===== src/rtl/id_decode_stage.sv =====
// RV32I decode into the ID/EX register; one-cycle latency, aligned with the register-file read.
// Backpressure: if_ready drops only for a single load-use bubble. A flush always consumes the incoming word.
module id_decode_stage (
   input  logic        clk,
   input  logic        rst_n,
   input  logic        if_valid,
   input  logic [31:0] if_instr,
   input  logic [31:0] if_pc,
   output logic        if_ready,
   input  logic        flush,
   output logic [4:0]  rf_rs1,
   output logic [4:0]  rf_rs2,
   output logic        ex_valid,
   output logic [31:0] ex_pc,
   output logic [4:0]  ex_rd,
   output logic [4:0]  ex_rs1,
   output logic [4:0]  ex_rs2,
   output logic [31:0] ex_imm,
   output logic [3:0]  ex_alu_op,
   output logic [2:0]  ex_funct3,
   output logic        ex_use_imm,
   output logic        ex_use_pc,
   output logic        ex_reg_we,
   output logic        ex_is_load,
   output logic        ex_is_store,
   output logic        ex_is_branch,
   output logic        ex_is_jal,
   output logic        ex_is_jalr,
   output logic        ex_illegal
);

   localparam logic [6:0] OPC_LUI    = 7'b0110111;
   localparam logic [6:0] OPC_AUIPC  = 7'b0010111;
   localparam logic [6:0] OPC_JAL    = 7'b1101111;
   localparam logic [6:0] OPC_JALR   = 7'b1100111;
   localparam logic [6:0] OPC_BRANCH = 7'b1100011;
   localparam logic [6:0] OPC_LOAD   = 7'b0000011;
   localparam logic [6:0] OPC_STORE  = 7'b0100011;
   localparam logic [6:0] OPC_OPIMM  = 7'b0010011;
   localparam logic [6:0] OPC_OP     = 7'b0110011;
   localparam logic [6:0] OPC_FENCE  = 7'b0001111;
   localparam logic [6:0] OPC_SYSTEM = 7'b1110011;

   localparam logic [3:0] ALU_ADD   = 4'd0;
   localparam logic [3:0] ALU_SUB   = 4'd1;
   localparam logic [3:0] ALU_SLL   = 4'd2;
   localparam logic [3:0] ALU_SLT   = 4'd3;
   localparam logic [3:0] ALU_SLTU  = 4'd4;
   localparam logic [3:0] ALU_XOR   = 4'd5;
   localparam logic [3:0] ALU_SRL   = 4'd6;
   localparam logic [3:0] ALU_SRA   = 4'd7;
   localparam logic [3:0] ALU_OR    = 4'd8;
   localparam logic [3:0] ALU_AND   = 4'd9;
   localparam logic [3:0] ALU_PASSB = 4'd10;

   // Register-immediate forms never produce SUB, so allow_sub gates the i[30] qualifier on funct3=0.
   function automatic logic [3:0] f3_to_alu(input logic [2:0] f3, input logic alt, input logic allow_sub);
      logic [3:0] op;
      case (f3)
         3'd0:    op = (alt && allow_sub) ? ALU_SUB : ALU_ADD;
         3'd1:    op = ALU_SLL;
         3'd2:    op = ALU_SLT;
         3'd3:    op = ALU_SLTU;
         3'd4:    op = ALU_XOR;
         3'd5:    op = alt ? ALU_SRA : ALU_SRL;
         3'd6:    op = ALU_OR;
         default: op = ALU_AND;
      endcase
      return op;
   endfunction

   logic [6:0]  opcode;
   logic [2:0]  dec_funct3;
   logic [4:0]  dec_rd;
   logic [31:0] imm_i;
   logic [31:0] imm_s;
   logic [31:0] imm_b;
   logic [31:0] imm_u;
   logic [31:0] imm_j;

   logic [31:0] dec_imm;
   logic [3:0]  dec_alu_op;
   logic        dec_use_imm;
   logic        dec_use_pc;
   logic        dec_we_raw;
   logic        dec_reg_we;
   logic        dec_is_load;
   logic        dec_is_store;
   logic        dec_is_branch;
   logic        dec_is_jal;
   logic        dec_is_jalr;
   logic        dec_illegal;
   logic        dec_uses_rs1;
   logic        dec_uses_rs2;

   logic        load_use;
   logic        capture;

   logic        ex_valid_q,     ex_valid_d;
   logic [31:0] ex_pc_q,        ex_pc_d;
   logic [4:0]  ex_rd_q,        ex_rd_d;
   logic [4:0]  ex_rs1_q,       ex_rs1_d;
   logic [4:0]  ex_rs2_q,       ex_rs2_d;
   logic [31:0] ex_imm_q,       ex_imm_d;
   logic [3:0]  ex_alu_op_q,    ex_alu_op_d;
   logic [2:0]  ex_funct3_q,    ex_funct3_d;
   logic        ex_use_imm_q,   ex_use_imm_d;
   logic        ex_use_pc_q,    ex_use_pc_d;
   logic        ex_reg_we_q,    ex_reg_we_d;
   logic        ex_is_load_q,   ex_is_load_d;
   logic        ex_is_store_q,  ex_is_store_d;
   logic        ex_is_branch_q, ex_is_branch_d;
   logic        ex_is_jal_q,    ex_is_jal_d;
   logic        ex_is_jalr_q,   ex_is_jalr_d;
   logic        ex_illegal_q,   ex_illegal_d;

   assign opcode     = if_instr[6:0];
   assign dec_funct3 = if_instr[14:12];
   assign dec_rd     = if_instr[11:7];
   assign rf_rs1     = if_instr[19:15];
   assign rf_rs2     = if_instr[24:20];

   assign imm_i = {{20{if_instr[31]}}, if_instr[31:20]};
   assign imm_s = {{20{if_instr[31]}}, if_instr[31:25], if_instr[11:7]};
   assign imm_b = {{19{if_instr[31]}}, if_instr[31], if_instr[7], if_instr[30:25], if_instr[11:8], 1'b0};
   assign imm_u = {if_instr[31:12], 12'b0};
   assign imm_j = {{11{if_instr[31]}}, if_instr[31], if_instr[19:12], if_instr[20], if_instr[30:21], 1'b0};

   always_comb begin
      dec_imm       = 32'd0;
      dec_alu_op    = ALU_ADD;
      dec_use_imm   = 1'b0;
      dec_use_pc    = 1'b0;
      dec_we_raw    = 1'b0;
      dec_is_load   = 1'b0;
      dec_is_store  = 1'b0;
      dec_is_branch = 1'b0;
      dec_is_jal    = 1'b0;
      dec_is_jalr   = 1'b0;
      dec_illegal   = 1'b0;
      dec_uses_rs1  = 1'b0;
      dec_uses_rs2  = 1'b0;
      case (opcode)
         OPC_LUI: begin
            dec_imm     = imm_u;
            dec_alu_op  = ALU_PASSB;
            dec_use_imm = 1'b1;
            dec_we_raw  = 1'b1;
         end
         OPC_AUIPC: begin
            dec_imm     = imm_u;
            dec_use_pc  = 1'b1;
            dec_use_imm = 1'b1;
            dec_we_raw  = 1'b1;
         end
         // Jumps compute the link address pc+4 in the ALU; the target adder uses ex_imm separately.
         OPC_JAL: begin
            dec_imm    = imm_j;
            dec_use_pc = 1'b1;
            dec_we_raw = 1'b1;
            dec_is_jal = 1'b1;
         end
         OPC_JALR: begin
            dec_imm      = imm_i;
            dec_use_pc   = 1'b1;
            dec_we_raw   = 1'b1;
            dec_is_jalr  = 1'b1;
            dec_uses_rs1 = 1'b1;
         end
         OPC_BRANCH: begin
            dec_imm       = imm_b;
            dec_alu_op    = ALU_SUB;
            dec_is_branch = 1'b1;
            dec_uses_rs1  = 1'b1;
            dec_uses_rs2  = 1'b1;
         end
         OPC_LOAD: begin
            dec_imm      = imm_i;
            dec_use_imm  = 1'b1;
            dec_we_raw   = 1'b1;
            dec_is_load  = 1'b1;
            dec_uses_rs1 = 1'b1;
         end
         OPC_STORE: begin
            dec_imm      = imm_s;
            dec_use_imm  = 1'b1;
            dec_is_store = 1'b1;
            dec_uses_rs1 = 1'b1;
            dec_uses_rs2 = 1'b1;
         end
         OPC_OPIMM: begin
            dec_imm      = imm_i;
            dec_alu_op   = f3_to_alu(dec_funct3, if_instr[30], 1'b0);
            dec_use_imm  = 1'b1;
            dec_we_raw   = 1'b1;
            dec_uses_rs1 = 1'b1;
         end
         OPC_OP: begin
            dec_alu_op   = f3_to_alu(dec_funct3, if_instr[30], 1'b1);
            dec_we_raw   = 1'b1;
            dec_uses_rs1 = 1'b1;
            dec_uses_rs2 = 1'b1;
         end
         OPC_FENCE, OPC_SYSTEM: begin
            dec_we_raw = 1'b0;
         end
         default: begin
            dec_illegal = 1'b1;
         end
      endcase
   end

   assign dec_reg_we = dec_we_raw && (dec_rd != 5'd0);

   // A load in EX has no data until writeback; hold the consumer one cycle so the RF re-read sees it.
   assign load_use = ex_valid_q && ex_is_load_q && (ex_rd_q != 5'd0) && if_valid &&
                     ((dec_uses_rs1 && (rf_rs1 == ex_rd_q)) || (dec_uses_rs2 && (rf_rs2 == ex_rd_q)));

   assign if_ready = flush || !load_use;
   assign capture  = !flush && !load_use && if_valid;

   always_comb begin
      ex_valid_d     = capture;
      ex_pc_d        = capture ? if_pc         : ex_pc_q;
      ex_rd_d        = capture ? dec_rd        : ex_rd_q;
      ex_rs1_d       = capture ? rf_rs1        : ex_rs1_q;
      ex_rs2_d       = capture ? rf_rs2        : ex_rs2_q;
      ex_imm_d       = capture ? dec_imm       : ex_imm_q;
      ex_alu_op_d    = capture ? dec_alu_op    : ex_alu_op_q;
      ex_funct3_d    = capture ? dec_funct3    : ex_funct3_q;
      ex_use_imm_d   = capture ? dec_use_imm   : ex_use_imm_q;
      ex_use_pc_d    = capture ? dec_use_pc    : ex_use_pc_q;
      ex_reg_we_d    = capture ? dec_reg_we    : ex_reg_we_q;
      ex_is_load_d   = capture ? dec_is_load   : ex_is_load_q;
      ex_is_store_d  = capture ? dec_is_store  : ex_is_store_q;
      ex_is_branch_d = capture ? dec_is_branch : ex_is_branch_q;
      ex_is_jal_d    = capture ? dec_is_jal    : ex_is_jal_q;
      ex_is_jalr_d   = capture ? dec_is_jalr   : ex_is_jalr_q;
      ex_illegal_d   = capture ? dec_illegal   : ex_illegal_q;
   end

   always_ff @(posedge clk or negedge rst_n) begin
      if (!rst_n) begin
         ex_valid_q     <= 1'b0;
         ex_pc_q        <= 32'd0;
         ex_rd_q        <= 5'd0;
         ex_rs1_q       <= 5'd0;
         ex_rs2_q       <= 5'd0;
         ex_imm_q       <= 32'd0;
         ex_alu_op_q    <= 4'd0;
         ex_funct3_q    <= 3'd0;
         ex_use_imm_q   <= 1'b0;
         ex_use_pc_q    <= 1'b0;
         ex_reg_we_q    <= 1'b0;
         ex_is_load_q   <= 1'b0;
         ex_is_store_q  <= 1'b0;
         ex_is_branch_q <= 1'b0;
         ex_is_jal_q    <= 1'b0;
         ex_is_jalr_q   <= 1'b0;
         ex_illegal_q   <= 1'b0;
      end else begin
         ex_valid_q     <= ex_valid_d;
         ex_pc_q        <= ex_pc_d;
         ex_rd_q        <= ex_rd_d;
         ex_rs1_q       <= ex_rs1_d;
         ex_rs2_q       <= ex_rs2_d;
         ex_imm_q       <= ex_imm_d;
         ex_alu_op_q    <= ex_alu_op_d;
         ex_funct3_q    <= ex_funct3_d;
         ex_use_imm_q   <= ex_use_imm_d;
         ex_use_pc_q    <= ex_use_pc_d;
         ex_reg_we_q    <= ex_reg_we_d;
         ex_is_load_q   <= ex_is_load_d;
         ex_is_store_q  <= ex_is_store_d;
         ex_is_branch_q <= ex_is_branch_d;
         ex_is_jal_q    <= ex_is_jal_d;
         ex_is_jalr_q   <= ex_is_jalr_d;
         ex_illegal_q   <= ex_illegal_d;
      end
   end

   assign ex_valid     = ex_valid_q;
   assign ex_pc        = ex_pc_q;
   assign ex_rd        = ex_rd_q;
   assign ex_rs1       = ex_rs1_q;
   assign ex_rs2       = ex_rs2_q;
   assign ex_imm       = ex_imm_q;
   assign ex_alu_op    = ex_alu_op_q;
   assign ex_funct3    = ex_funct3_q;
   assign ex_use_imm   = ex_use_imm_q;
   assign ex_use_pc    = ex_use_pc_q;
   assign ex_reg_we    = ex_reg_we_q;
   assign ex_is_load   = ex_is_load_q;
   assign ex_is_store  = ex_is_store_q;
   assign ex_is_branch = ex_is_branch_q;
   assign ex_is_jal    = ex_is_jal_q;
   assign ex_is_jalr   = ex_is_jalr_q;
   assign ex_illegal   = ex_illegal_q;

endmodule


===== config.mk =====
export PLATFORM = sky130hd
export DESIGN_NAME = id_decode_stage
export DESIGN_NICKNAME = d
export VERILOG_FILES = /design/src/rtl/id_decode_stage.sv
export SDC_FILE = /design/constraint.sdc
export NUM_CORES = 1
export LEC_CHECK = 0
export ABC_AREA = 0
export ABC_CLOCK_PERIOD_IN_PS = 3100
export BUFFER_PORTS_ARGS = -buffer_cell sky130_fd_sc_hd__buf_2
export CORE_MARGIN = 10
export CORE_UTILIZATION = 50
export CTS_BUF_LIST = sky130_fd_sc_hd__clkbuf_4 sky130_fd_sc_hd__clkbuf_8
export DETAILED_ROUTE_END_ITERATION = 16
export GPL_ROUTABILITY_DRIVEN = 0
export PLACE_DENSITY_LB_ADDON = 0.08
export SYNTH_ARGS = -nofsm -noshare
export SYNTH_HDL_FRONTEND = slang
export SYNTH_SLANG_ARGS = --single-unit

===== constraint.sdc =====
create_clock -name clk -period 3.1 [get_ports clk]
set_input_delay 0.31 -clock clk [delete_from_list [all_inputs] [get_ports clk]]
set_output_delay 0.31 -clock clk [all_outputs]
set_load 0.01 [all_outputs]

After elaboration in Yosys (flattened, before gate mapping):

Index checks and enable logic that the tools add are counted.

* reductions and logical operators: 24
* eq/ne operators: 19
* multiplexer cells: 17

Operators with widths (count)
* $pmux 32 s5: 1
* $pmux 4 s7: 2
* $eq 7x7->1 const B: 4
* $eq 7x6->1 const B: 3
* $pmux 4 s4: 1
* $eq 7x5->1 const B: 2
* $mux 1: 13
* $reduce_or 11->1: 1
* $eq 5x5->1: 2
* $reduce_bool 5->1: 2
* $eq 3x3->1 const B: 3
* $logic_and 1x1->1: 9
* $reduce_or 3->1: 3
* $eq 7x2->1 const B: 1
* $eq 7x4->1 const B: 1
* $reduce_or 7->1: 1
* $eq 3x2->1 const B: 2
* $reduce_or 6->1: 1
* $reduce_or 5->1: 1
* $eq 3x1->1 const B: 1
* $logic_not 3->1: 1
* $logic_not 1->1: 2
* $logic_or 1x1->1: 2
* $reduce_or 2->1: 1

* output and inout port bits: 107
* flip-flop bits (word level): 96
* input port bits: 68

Longest topological paths before layout:

Gate-level depths: netlist of run 1.

* word-level depth: 9
* depth in mapped cells: 10

Least setup slack after synthesis of run 1:

No wires, ideal clock.

* path kind: reg-to-reg
* from: reg ex_rd_q[1], in the netlist ex_rd[1]
* to: reg ex_alu_op_q[0], in the netlist ex_alu_op[0]
* setup slack: 0.877 ns
* required time: 2.975 ns
* cell stages (with the launch flop): 9
* path buffers: 3
* setup time: 0.125 ns
* data arrival time: 2.098 ns
* cells stage by stage: dfrtp_1 or4_1 o2111ai_1 a21oi_2 nor2b_1 buf_2 buf_6 buf_6 mux2_4

* cells in the longest elaborated chain, start to end: 7
* elaborated cells on any way between the ends: 12

Ends and longest elaborated chain
* start, declared: line 101 `logic [4:0] ex_rd_q, ex_rd_d;`
* start signal, assigned: line 264 `ex_rd_q <= ex_rd_d;`
* $eq 5x5->1 / $reduce_bool 5->1 (equally long branches): line 217, 216
* $logic_and 1x1->1, on equally long branches: line 217, 216
* $logic_or 1x1->1 / $logic_and 1x1->1 (equally long branches): line 217, 216
* $logic_and 1x1->1 (*): line 216 `assign load_use = ex_valid_q && ex_is_load_q && (ex_rd_q != 5'd0) && if_valid &&`
* $logic_not 1->1 (*): line 220 `assign capture = !flush && !load_use && if_valid;`
* $logic_and 1x1->1 (*) (2 in a row): line 220
* end signal, assigned: line 268 `ex_alu_op_q <= ex_alu_op_d;`
* end, declared: line 105 `logic [3:0] ex_alu_op_q, ex_alu_op_d;`

Mark *: on every way between the ends. The rest lies on a longest branch, timed or not.
A chain may end at the register's enable or synchronous reset.

Final worst setup path of run 1:

* from: reg ex_rd_q[1], in the netlist ex_rd[1]
* to: reg ex_rd_q[2], in the netlist ex_rd[2]

* cells in the longest elaborated chain, start to end: 7
* elaborated cells on any way between the ends: 12

Ends and longest elaborated chain (line)
* $eq 5x5->1 / $reduce_bool 5->1 (equally long branches): 217, 216
* $logic_and 1x1->1, on equally long branches: 217, 216
* $logic_or 1x1->1 / $logic_and 1x1->1 (equally long branches): 217, 216
* $logic_and 1x1->1 (*): 216
* $logic_not 1->1 (*): 220
* $logic_and 1x1->1 (*) (2 in a row): 220

Marked as above.

==> run_summary.xml, run 1 <==
<?xml version="1.0" encoding="UTF-8"?>
<metrics>
  <group name="timing">
    <metric name="rsz0062_at_grt" unit="">false</metric>
    <metric name="slew-limit-headroom" unit="%">32.0</metric>
    <metric name="hold_slack" unit="ns">0.167</metric>
    <metric name="layout_worst_path_cycle_share" unit="%">88.2</metric>
    <metric name="timing_max_transition_violations_final" unit="">0</metric>
    <metric name="number_of_hold_slack_violations_in_the_final_timing_report" unit="">0</metric>
    <metric name="finClkSkew" unit="ns">0.0152</metric>
    <metric name="final_setup_slack_of_the_worst_path" unit="ns">0.366</metric>
    <metric name="post-route-min-period" unit="ns">2.73</metric>
    <metric name="achievable-frequency" unit="GHz">0.366</metric>
    <metric name="timing_worst_slew_pin_value" unit="ns">1.02</metric>
    <metric name="setup_total_negative_slack" unit="ns">0</metric>
    <metric name="setup-violations-final" unit="">0</metric>
  </group>
  <group name="clocking">
    <metric name="cts.path.max_buffers" unit="">2</metric>
    <metric name="clk_pin_slew" unit="ns">0.09</metric>
    <metric name="buffer_cell_driving_the_clock_tree_root" unit="">clkbuf_8</metric>
    <metric name="tritoncts" unit="">built</metric>
    <metric name="clock_sinks" unit="">96</metric>
    <metric name="cts_inserted_buffers" unit="">9</metric>
    <metric name="number_of_cells_upsized_or_downsized_after_cts" unit="">0</metric>
    <metric name="cts_max_level" unit="">3</metric>
    <metric name="clock_latency" unit="ns">0.37</metric>
    <metric name="post-cts-setup-buffers" unit="">0</metric>
  </group>
  <group name="detailed_routing">
    <metric name="detail_route.drc_violations" unit="">0</metric>
    <metric name="average_wire_per_cell_in_the_routed_design" unit="µm">18.8</metric>
    <metric name="route.antenna.remaining_nets" unit="">0</metric>
    <metric name="initialDrtViolationCount" unit="">173</metric>
    <metric name="drt-vias-per-instance" unit="">5.30</metric>
    <metric name="vias" unit="">3448</metric>
    <metric name="drt_first_pass_iters" unit="">4</metric>
    <metric name="detail_route.wirelength" unit="µm">12300</metric>
  </group>
  <group name="pwr">
    <metric name="clockPowerShare" unit="%">28.6</metric>
    <metric name="power.total" unit="mW">2.83</metric>
    <metric name="seqPwrFrac" unit="%">50.8</metric>
    <metric name="power.switching_fraction" unit="%">28.2</metric>
    <metric name="combPwrFrac" unit="%">20.6</metric>
    <metric name="powerDensity" unit="nW/µm²">504</metric>
    <metric name="netSwitchingPower" unit="mW">0.800</metric>
    <metric name="internal-power" unit="mW">2.03</metric>
    <metric name="irDropWorstVdd" unit="V">0.000319</metric>
    <metric name="power.leakage" unit="nW">2.77</metric>
  </group>
  <group name="setup_path">
    <metric name="critPathCaptureType" unit="">flip-flop</metric>
    <metric name="max_stage_delay" unit="ns">0.55</metric>
    <metric name="worst-path-max-fanout" unit="">23</metric>
    <metric name="timing.critical_path.cells" unit="">or4_1, o2111ai_1, a21oi_2, nor2b_4, buf_4, mux2_2</metric>
    <metric name="timing.critical_path.required" unit="ns">3.34</metric>
    <metric name="arrival" unit="ns">2.98</metric>
    <metric name="critPathLaunchType" unit="">flip-flop</metric>
    <metric name="critical_path.slowest_cell" unit="">or4_1</metric>
    <metric name="path_class" unit="">flip-flop to flip-flop</metric>
  </group>
  <group name="synthesis">
    <metric name="synth_top_area_cell" unit="">dfrtp_1</metric>
    <metric name="synthesis.area" unit="µm²">4450</metric>
    <metric name="synth_commonest_cells" unit="">96 x dfrtp_1, 56 x mux2_2, 26 x nand2_1, 21 x inv_1</metric>
    <metric name="dominantRegCellSynth" unit="">dfrtp_1</metric>
    <metric name="asyncSetResetFlopFracSynth" unit="%">100</metric>
    <metric name="synth_warnings" unit="">0</metric>
    <metric name="syn_avg_cell_area" unit="µm²">12.3</metric>
    <metric name="postSynthRegisterBits" unit="">96</metric>
    <metric name="synth_most_common_cell" unit="">dfrtp_1</metric>
    <metric name="postSynthCellCount" unit="">363</metric>
    <metric name="synth_cell_types" unit="">44</metric>
    <metric name="top_cell_type_s_share_of_synthesized_area" unit="%">54.0</metric>
    <metric name="syn-num-nets" unit="">431</metric>
    <metric name="post_synth_main_area_contributors" unit="">dfrtp_1 54%, mux2_2 14%, mux2_4 4.4%, mux2i_1 3.8%, nand2_1 2.2%</metric>
    <metric name="synth_enable_flop_cells" unit="">0</metric>
    <metric name="synth.yosys.seq_area_share" unit="%">54.0</metric>
  </group>
  <group name="finish">
    <metric name="finalCoreUtilization" unit="%">64.8</metric>
    <metric name="drive_gt1_share" unit="%">51.1</metric>
    <metric name="fill_cells" unit="">740</metric>
    <metric name="flow.area_growth_from_synthesis" unit="%">26.5</metric>
    <metric name="design_area" unit="µm²">5620</metric>
    <metric name="final_nets" unit="">606</metric>
    <metric name="layoutNonFillerInstCount" unit="">651</metric>
  </group>
  <group name="global_route">
    <metric name="top_usage_layer_grt" unit="">met2</metric>
    <metric name="largest_net_degree_at_the_start_of_global_routing" unit="">40</metric>
    <metric name="grt_usage" unit="%">18.8</metric>
    <metric name="gr-total-overflow" unit="">0</metric>
    <metric name="grt_use_met2" unit="%">30.1</metric>
    <metric name="use_met1" unit="%">22.1</metric>
    <metric name="grt_pass1_wl" unit="µm">19700</metric>
    <metric name="met3_routing_resource_usage_after_global_routing" unit="%">8.02</metric>
    <metric name="antenna_found_initial" unit="">1</metric>
    <metric name="first_global_vias" unit="">3796</metric>
  </group>
  <group name="place">
    <metric name="pre_cts_ws" unit="ns">0.0419</metric>
    <metric name="dpl_cell_area" unit="µm²">5410</metric>
    <metric name="dp.final_hpwl" unit="µm">9460</metric>
    <metric name="io_buffers" unit="">174</metric>
    <metric name="cells_after_dpl" unit="">633</metric>
  </group>
  <group name="floorplan">
    <metric name="die_area" unit="µm²">13100</metric>
    <metric name="core_area" unit="µm²">8680</metric>
    <metric name="placementRows" unit="">34</metric>
    <metric name="die-width" unit="µm">114</metric>
    <metric name="design.portCount" unit="">175</metric>
    <metric name="starting_density_of_the_core" unit="%">51.2</metric>
    <metric name="floorplan.die.height" unit="µm">114</metric>
  </group>
  <group name="hold_path">
    <metric name="min_path_type" unit="">input port to flip-flop</metric>
  </group>
  <group name="run_status">
    <metric name="status" unit="">finished clean</metric>
  </group>
  <group name="job">
    <metric name="drv.max_cap_violation_count" unit="">0</metric>
  </group>
</metrics>
flip-flops by register name, summed over array words and instances, names as in the netlist:
signal,cells
ex_is_store,1
ex_alu_op,4
ex_is_jal,1
ex_use_pc,1
ex_is_jalr,1
ex_funct3,3
ex_illegal,1
ex_pc,32
ex_is_branch,1
ex_rs1,5
ex_rd,5
ex_valid,1
ex_imm,32
ex_reg_we,1
ex_use_imm,1
ex_rs2,5
ex_is_load,1
metal layers:
| layer | vias up | part of all wire (%) |
|---|---|---|
| met5 | - | 0 |
| met4 | 0 | 1.7 |
| met3 | 17 | 10 |
| met2 | 144 | 48 |
| met1 | 1670 | 40 |
| li1 | 1617 | - |
final timing paths:
kind / slack, ns / endpoint / start / cells past startpoint
hold reg to reg: 0.51 / ex_pc[0] / ex_pc[0] / 1
setup / recovery: 0.37 / ex_rd[2] / ex_rd[1] / 6
setup reg to reg: 0.37 / ex_rd[2] / ex_rd[1] / 6
min in group asynchronous: 0.44 / ex_imm[29] / rst_n / 2
hold / removal: 0.17 / ex_pc[30] / if_pc[30] / 2
max in group asynchronous: 1.96 / ex_pc[0] / rst_n / 3
power groups by stage:
stage          clock, mW  combinational (mW)  sequential (mW)
6_report           0.810               0.583             1.44
5_1_grt            0.885               0.640             1.46
4_1_cts            0.837               0.595             1.44
3_5_place_dp           0               0.592             1.46
3_3_place_gp           0               0.582             1.46
2_1_floorplan          0               0.234             1.53
cell type report:
class | instances | area [µm²] | share of cell area, %
Antenna cell | 1 | 2.50 | 0.0445
Clock buffer | 10 | 131 | 2.34
Clock inverter | 5 | 58.8 | 1.05
Inverter | 21 | 78.8 | 1.40
Multi-Input combinational cell | 221 | 1810 | 32.3
Sequential cell | 96 | 2400 | 42.7
Tap cell | 108 | 135 | 2.40
Timing Repair Buffer | 189 | 1000 | 17.8
repair_timing:
item / 4_1_cts / 5_1_grt
hold buffers: 1 / 0
hold endpoints to repair: 34 / 0
setup endpoints to repair: 0 / 23
logic make-up (layout without fill, tap and decap cells):
logic type | after synthesis | in the layout | share of synthesized area [%]
other | 0 | 1 | 0
DFF | 96 | 96 | 54.0
muxes | 86 | 86 | 22.4
xor gates and xnor gates | 9 | 9 | 1.77
buffers and inverters | 47 | 225 | 5.54
AOI/OAI and AO/OA | 53 | 53 | 8.02
and+or+nand+nor | 72 | 73 | 8.24
cell usage in the layout, fill, tap and decap left out, types with 2 or more instances in the layout:
| cell type | n |
|---|---|
| inv_1 | 21 |
| nor4_1 | 2 |
| o22ai_1 | 2 |
| clkbuf_8 | 9 |
| nor3_1 | 5 |
| nand2_1 | 26 |
| nor2b_1 | 3 |
| mux2_4 | 13 |
| clkinvlp_4 | 2 |
| nand3b_1 | 3 |
| xor2_1 | 8 |
| a22o_1 | 4 |
| and2_1 | 4 |
| mux2i_1 | 17 |
| a2bb2oi_1 | 8 |
| nor2_1 | 10 |
| buf_2 | 173 |
| buf_4 | 14 |
| nand2b_1 | 3 |
| or4_1 | 3 |
| mux2_2 | 56 |
| nor3b_1 | 3 |
| nand3_1 | 2 |
| dfrtp_1 | 96 |
| nand4_1 | 4 |
| a21oi_1 | 17 |
| o21ai_0 | 9 |
critical path, delay by kind of cell (launching register included):
kind                   cells  cell delay, ns
AOI/OAI and AO/OA          2            0.39
buffers and inverters      1            0.40
DFF                        1            0.38
muxes                      1            0.37
and+or+nand+nor            2            1.07
(Power assumes the default switching activity.)
==> run 2, diff against run 1 <==
--- a/config.mk
+++ b/config.mk
@@ -8,12 +8,12 @@
 export ABC_AREA = 0
 export ABC_CLOCK_PERIOD_IN_PS = 3100
 export BUFFER_PORTS_ARGS = -buffer_cell sky130_fd_sc_hd__buf_2
-export CORE_MARGIN = 10
 export CORE_UTILIZATION = 50
 export CTS_BUF_LIST = sky130_fd_sc_hd__clkbuf_4 sky130_fd_sc_hd__clkbuf_8
 export DETAILED_ROUTE_END_ITERATION = 16
 export GPL_ROUTABILITY_DRIVEN = 0
 export PLACE_DENSITY_LB_ADDON = 0.08
+export SETUP_SLACK_MARGIN = 0.5
 export SYNTH_ARGS = -nofsm -noshare
 export SYNTH_HDL_FRONTEND = slang
 export SYNTH_SLANG_ARGS = --single-unit
==> run_summary.xml, run 2 (same netlist as run 1, synthesis figures left out) <==
<?xml version="1.0" encoding="UTF-8"?>
<metrics>
  <group name="pwr">
    <metric name="irDropWorstVdd" unit="V">0.000278</metric>
    <metric name="netSwitchingPower" unit="mW">0.782</metric>
    <metric name="combPwrFrac" unit="%">20.1</metric>
    <metric name="power.switching_fraction" unit="%">27.8</metric>
    <metric name="clockPowerShare" unit="%">28.7</metric>
    <metric name="powerDensity" unit="nW/µm²">504</metric>
    <metric name="seqPwrFrac" unit="%">51.2</metric>
    <metric name="internal-power" unit="mW">2.03</metric>
    <metric name="power.leakage" unit="nW">2.74</metric>
  </group>
  <group name="hold_path">
    <metric name="min_path_type" unit="">input port to asynchronous set/reset pin</metric>
  </group>
  <group name="floorplan">
    <metric name="die_area" unit="µm²">9270</metric>
    <metric name="die-width" unit="µm">96.3</metric>
    <metric name="floorplan.die.height" unit="µm">96.3</metric>
    <metric name="starting_density_of_the_core" unit="%">51.2</metric>
    <metric name="core_area" unit="µm²">8680</metric>
    <metric name="placementRows" unit="">34</metric>
    <metric name="design.portCount" unit="">175</metric>
  </group>
  <group name="setup_path">
    <metric name="cp_top_family" unit="">simple AND/OR/NAND/NOR gates</metric>
    <metric name="timing.critical_path.required" unit="ns">3.35</metric>
    <metric name="sum_of_buffers_and_inverters_on_the_critical_path" unit="">0</metric>
    <metric name="arrival" unit="ns">2.75</metric>
    <metric name="worst-path-max-fanout" unit="">12</metric>
    <metric name="critPathLaunchType" unit="">flip-flop</metric>
    <metric name="max_stage_delay" unit="ns">0.66</metric>
    <metric name="path_class" unit="">flip-flop to flip-flop</metric>
    <metric name="timing.critical_path.cells" unit="">or4_1, o2111ai_1, a21oi_2, nor2b_2, mux2_4</metric>
    <metric name="critPathCaptureType" unit="">flip-flop</metric>
    <metric name="critical_path.slowest_cell" unit="">nor2b_2</metric>
  </group>
  <group name="timing">
    <metric name="number_of_hold_slack_violations_in_the_final_timing_report" unit="">0</metric>
    <metric name="setup-violations-final" unit="">0</metric>
    <metric name="layout_worst_path_cycle_share" unit="%">80.7</metric>
    <metric name="rsz0062_at_grt" unit="">false</metric>
    <metric name="slew-limit-headroom" unit="%">30.2</metric>
    <metric name="timing_worst_slew_pin_value" unit="ns">1.05</metric>
    <metric name="achievable-frequency" unit="GHz">0.400</metric>
    <metric name="timing_max_transition_violations_final" unit="">0</metric>
    <metric name="setup_total_negative_slack" unit="ns">0</metric>
    <metric name="finClkSkew" unit="ns">0.00972</metric>
    <metric name="post-route-min-period" unit="ns">2.50</metric>
  </group>
  <group name="clocking">
    <metric name="cts_max_level" unit="">3</metric>
    <metric name="cts.path.max_buffers" unit="">2</metric>
    <metric name="cts_inserted_buffers" unit="">9</metric>
    <metric name="clock_sinks" unit="">96</metric>
    <metric name="tritoncts" unit="">built</metric>
    <metric name="buffer_cell_driving_the_clock_tree_root" unit="">clkbuf_8</metric>
    <metric name="cts-hold-fix-buffers" unit="">0</metric>
    <metric name="clock_latency" unit="ns">0.35</metric>
    <metric name="clk_pin_slew" unit="ns">0.10</metric>
  </group>
  <group name="run_status">
    <metric name="failed_checks" unit="">DRC</metric>
    <metric name="status" unit="">finished with violations</metric>
  </group>
  <group name="detailed_routing">
    <metric name="detail_route.drc_violations" unit="">2</metric>
    <metric name="drt_first_pass_iters" unit="">10</metric>
    <metric name="dr_wl_met2" unit="µm">5200</metric>
    <metric name="initialDrtViolationCount" unit="">157</metric>
    <metric name="routed-wl-met3" unit="µm">789</metric>
    <metric name="vias" unit="">3417</metric>
    <metric name="detail_route.wirelength" unit="µm">10800</metric>
    <metric name="drt-vias-per-instance" unit="">5.31</metric>
    <metric name="route.antenna.remaining_nets" unit="">0</metric>
    <metric name="average_wire_per_cell_in_the_routed_design" unit="µm">16.7</metric>
    <metric name="routedLengthMet1" unit="µm">4560</metric>
    <metric name="topRoutingLayerUsed" unit="">met4</metric>
  </group>
  <group name="global_route">
    <metric name="grt_pass1_wl" unit="µm">16600</metric>
    <metric name="gr-total-overflow" unit="">0</metric>
    <metric name="grt_usage" unit="%">24.0</metric>
    <metric name="first_global_vias" unit="">3386</metric>
    <metric name="antenna_found_initial" unit="">0</metric>
    <metric name="largest_net_degree_at_the_start_of_global_routing" unit="">84</metric>
  </group>
  <group name="job">
    <metric name="drv.max_cap_violation_count" unit="">0</metric>
  </group>
  <group name="place">
    <metric name="dp.final_hpwl" unit="µm">7650</metric>
    <metric name="cells_after_dpl" unit="">628</metric>
    <metric name="io_buffers" unit="">174</metric>
  </group>
  <group name="finish">
    <metric name="drive_gt1_share" unit="%">50.9</metric>
    <metric name="layout.cells.most_common" unit="">buf_2</metric>
    <metric name="layout_common_cells" unit="">173 x buf_2, 96 x dfrtp_1, 56 x mux2_2</metric>
    <metric name="final_nets" unit="">601</metric>
    <metric name="antenna_cells" unit="">0</metric>
    <metric name="layoutNonFillerInstCount" unit="">644</metric>
    <metric name="flow.area_growth_from_synthesis" unit="%">25.5</metric>
  </group>
</metrics>
## run 2: power by group through the flow
| stage | registers, mW | clock network, mW | logic, mW |
|---|---|---|---|
| CTS | 1.44 | 0.819 | 0.573 |
| floorplan | 1.53 | 0 | 0.234 |
| detailed placement | 1.46 | 0 | 0.569 |
| global route | 1.46 | 0.871 | 0.618 |
| global placement | 1.46 | 0 | 0.555 |
| finish | 1.44 | 0.807 | 0.565 |
## run 2: routing by layer
layer | global-route usage, % | up-vias
met5 | 0 | -
met4 | 9.56 | 0
met3 | 5.37 | 15
met2 | 39.4 | 148
met1 | 30.7 | 1650
li1 | - | 1604
## run 2: area by class of cell
cell class,count,area (µm²)
Clock inverter,3,45.0
Multi-Input combinational cell,221,1820
Sequential cell,96,2400
Clock buffer,11,139
Inverter,21,78.8
Tap cell,108,135
Fill cell,706,3100
Timing Repair Buffer,184,961
## run 2: final timing paths
check	start	to	slack, ns	depth (start not counted)
max	ex_rd[1]	ex_pc[29]	0.60	5
min	rst_n	ex_imm[29]	0.13	1
max reg2reg	ex_rd[1]	ex_pc[29]	0.60	5
min reg2reg	ex_is_jal	ex_is_jal	0.51	1
max in group asynchronous	rst_n	ex_pc[21]	2.21	2
min in group clk	if_pc[15]	ex_pc[15]	0.18	2
## run 2: worst register-to-register path, cell delays in order (launching register included)
cell       delay (ns)
dfrtp_1          0.43
or4_1            0.56
o2111ai_1        0.27
a21oi_2          0.12
nor2b_2          0.66
mux2_4           0.36
## run 2: repair_timing
action	CTS	global route
resized for setup	0	1
gates cloned	1	0
setup endpoints to repair	72	8
pin swaps	0	0
buffers inserted	1	0
## run 2: stage by stage
| stage | setup WS [ns] | total power, mW | util [%] | cell area (µm²) | hold slack (ns) |
|---|---|---|---|---|---|
| floorplan | 0.877 | 1.76 | - | 4450 | 0.0144 |
| global placement | 0.182 | 2.01 | 61.9 | 5380 | 0.486 |
| detailed placement | 0.112 | 2.03 | 61.9 | 5380 | 0.491 |
| CTS | 0.558 | 2.83 | 64.2 | 5580 | 0.172 |
| global route | 0.534 | 2.95 | 64.3 | 5580 | 0.173 |
| finish | 0.599 | 2.81 | 64.3 | 5580 | 0.129 |
==> run 3, diff against run 2 <==
--- a/config.mk
+++ b/config.mk
@@ -6,7 +6,7 @@
 export NUM_CORES = 1
 export LEC_CHECK = 0
 export ABC_AREA = 0
-export ABC_CLOCK_PERIOD_IN_PS = 3100
+export ABC_CLOCK_PERIOD_IN_PS = 2500
 export BUFFER_PORTS_ARGS = -buffer_cell sky130_fd_sc_hd__buf_2
 export CORE_UTILIZATION = 50
 export CTS_BUF_LIST = sky130_fd_sc_hd__clkbuf_4 sky130_fd_sc_hd__clkbuf_8
==> constraint.sdc (replaced) <==
create_clock -name clk -period 2.5 [get_ports clk]
set_input_delay 0.25 -clock clk [delete_from_list [all_inputs] [get_ports clk]]
set_output_delay 0.25 -clock clk [all_outputs]
set_load 0.01 [all_outputs]
==> run_summary.xml, run 3 (same netlist as run 1, synthesis figures left out) <==
<?xml version="1.0" encoding="UTF-8"?>
<metrics>
  <group name="pwr">
    <metric name="combPwrFrac" unit="%">23.1</metric>
    <metric name="seqPwrFrac" unit="%">48.5</metric>
    <metric name="internal-power" unit="mW">2.65</metric>
    <metric name="power.switching_fraction" unit="%">28.3</metric>
    <metric name="clockPowerShare" unit="%">28.4</metric>
    <metric name="netSwitchingPower" unit="mW">1.05</metric>
    <metric name="power.leakage" unit="nW">3.08</metric>
    <metric name="irDropWorstVdd" unit="V">0.000373</metric>
    <metric name="powerDensity" unit="nW/µm²">590</metric>
  </group>
  <group name="run_status">
    <metric name="status" unit="">finished clean</metric>
  </group>
  <group name="floorplan">
    <metric name="die_area" unit="µm²">9270</metric>
    <metric name="starting_density_of_the_core" unit="%">51.2</metric>
    <metric name="design.portCount" unit="">175</metric>
    <metric name="die-width" unit="µm">96.3</metric>
    <metric name="floorplan.die.height" unit="µm">96.3</metric>
    <metric name="core_area" unit="µm²">8680</metric>
    <metric name="placementRows" unit="">34</metric>
  </group>
  <group name="timing">
    <metric name="finClkSkew" unit="ns">0.0149</metric>
    <metric name="post-route-min-period" unit="ns">2.21</metric>
    <metric name="layout_worst_path_cycle_share" unit="%">88.6</metric>
    <metric name="setup-violations-final" unit="">0</metric>
    <metric name="timing_worst_slew_pin_value" unit="ns">0.676</metric>
    <metric name="slew-limit-headroom" unit="%">54.6</metric>
    <metric name="achievable-frequency" unit="GHz">0.452</metric>
    <metric name="number_of_hold_slack_violations_in_the_final_timing_report" unit="">0</metric>
    <metric name="rsz0062_at_grt" unit="">true</metric>
    <metric name="timing_max_transition_violations_final" unit="">0</metric>
  </group>
  <group name="global_route">
    <metric name="grt_usage" unit="%">25.0</metric>
    <metric name="largest_net_degree_at_the_start_of_global_routing" unit="">67</metric>
    <metric name="antenna_found_initial" unit="">0</metric>
    <metric name="grt_pass1_wl" unit="µm">17200</metric>
    <metric name="first_global_vias" unit="">3523</metric>
    <metric name="gr-total-overflow" unit="">0</metric>
  </group>
  <group name="finish">
    <metric name="layoutNonFillerInstCount" unit="">677</metric>
    <metric name="drive_gt1_share" unit="%">56.9</metric>
    <metric name="flow.area_growth_from_synthesis" unit="%">41.1</metric>
    <metric name="layout.cells.most_common" unit="">buf_2</metric>
    <metric name="final_nets" unit="">632</metric>
    <metric name="layout_common_cells" unit="">173 x buf_2, 91 x dfrtp_1, 36 x mux2_2</metric>
    <metric name="antenna_cells" unit="">0</metric>
    <metric name="fill_cells" unit="">649</metric>
    <metric name="finalCoreUtilization" unit="%">72.3</metric>
  </group>
  <group name="hold_path">
    <metric name="min_path_type" unit="">input port to flip-flop</metric>
  </group>
  <group name="place">
    <metric name="dp.final_hpwl" unit="µm">7700</metric>
    <metric name="cells_after_dpl" unit="">627</metric>
    <metric name="io_buffers" unit="">174</metric>
  </group>
  <group name="clocking">
    <metric name="clock_sinks" unit="">96</metric>
    <metric name="cts.path.max_buffers" unit="">2</metric>
    <metric name="cts_inserted_buffers" unit="">9</metric>
    <metric name="clock_latency" unit="ns">0.36</metric>
    <metric name="buffer_cell_driving_the_clock_tree_root" unit="">clkbuf_8</metric>
    <metric name="cts_max_level" unit="">3</metric>
    <metric name="tritoncts" unit="">built</metric>
    <metric name="clk_pin_slew" unit="ns">0.10</metric>
  </group>
  <group name="detailed_routing">
    <metric name="initialDrtViolationCount" unit="">170</metric>
    <metric name="average_wire_per_cell_in_the_routed_design" unit="µm">17.8</metric>
    <metric name="route.antenna.remaining_nets" unit="">0</metric>
    <metric name="detail_route.wirelength" unit="µm">12100</metric>
    <metric name="detail_route.drc_violations" unit="">0</metric>
    <metric name="drt-vias-per-instance" unit="">5.35</metric>
    <metric name="vias" unit="">3620</metric>
    <metric name="drt_first_pass_iters" unit="">5</metric>
  </group>
  <group name="job">
    <metric name="drv.max_cap_violation_count" unit="">0</metric>
  </group>
  <group name="setup_path">
    <metric name="arrival" unit="ns">2.47</metric>
    <metric name="timing.critical_path.required" unit="ns">2.75</metric>
    <metric name="worst-path-max-fanout" unit="">6</metric>
    <metric name="critPathLaunchType" unit="">flip-flop</metric>
    <metric name="critPathCaptureType" unit="">flip-flop</metric>
    <metric name="path_class" unit="">flip-flop to flip-flop</metric>
  </group>
</metrics>
run 3: changes by cell type in the layout (fill, tap and decap cells not counted), moves of 6 or more:
cell,before,now
clkbuf_16,0,6
buf_4,10,21
a2bb2oi_1,8,0
mux2_2,56,36
mux2_4,13,33
a2bb2oi_2,0,8
buf_6,0,7
run 3: power by group through the flow:
stage / registers [mW] / logic (mW) / clock network (mW)
floorplan: 1.90 / 0.292 / 0
CTS: 1.79 / 0.759 / 1.08
finish: 1.80 / 0.856 / 1.05
detailed placement: 1.82 / 0.693 / 0
global placement: 1.82 / 0.678 / 0
global route: 1.82 / 0.924 / 1.13
run 3: critical path: stages, from the launching register on:
cell and delay, ns:
dfrtp_2 0.44, or4_4 0.54, o2111ai_4 0.23, a21oi_4 0.06, nor2b_4 0.19, buf_6 0.17
buf_6 0.15, mux2_2 0.33
run 3: final timing paths:
check / end / cells after the start / from / slack, ns
worst max-delay path: ex_pc[14] / 7 / ex_rd[2] / 0.29
max in group asynchronous: ex_rd[3] / 3 / rst_n / 1.42
min in group asynchronous: ex_imm[29] / 2 / rst_n / 0.36
worst min-delay path: ex_pc[6] / 2 / if_pc[6] / 0.11
worst max register to register: ex_pc[14] / 7 / ex_rd[2] / 0.29
worst min register to register: ex_is_store / 1 / ex_is_store / 0.51
run 3: cell type report:
type / instances / area, µm² / area share, %
inverters: 21 / 78.8 / 1.26
flip-flops and latches: 96 / 2410 / 38.4
clock buffers: 10 / 138 / 2.19
repair buffers: 216 / 1450 / 23.2
clock inverters: 6 / 66.3 / 1.06
well taps: 108 / 135 / 2.15
multi-input cells: 220 / 2000 / 31.8
run 3: what timing repair did:
action | CTS | global route
setup buffers | 11 | 11
pin swaps | 4 | 3
gates resized for setup | 11 | 38
setup endpoints to repair | 96 | 96
hold buffers | 1 | 0
hold endpoints to repair | 30 | 0
cloned | 4 | 7
run 3: metal layers:
metal | track usage, % | share of wire (%) | up-vias
li1 | - | - | 1675
met1 | 31.2 | 42 | 1794
met2 | 42.2 | 50 | 137
met3 | 5.69 | 6.7 | 14
met4 | 9.68 | 1.6 | 0
met5 | 0 | 0 | -
run 3: metrics by stage:
step | total power [mW] | TNS (ns) | cell area [µm²] | hold slack (ns) | setup WS (ns)
final | 3.70 | 0 | 6270 | 0.111 | 0.286
after global routing | 3.87 | 0 | 6270 | 0.0987 | 0.228
after CTS | 3.62 | 0 | 5880 | 0.0968 | 0.275
after detailed placement | 2.52 | -0.128 | 5400 | 0.215 | -0.0394
after global placement | 2.50 | 0 | 5400 | 0.209 | 0.186
after floorplan | 2.19 | 0 | 4460 | -0.0456 | 0.321
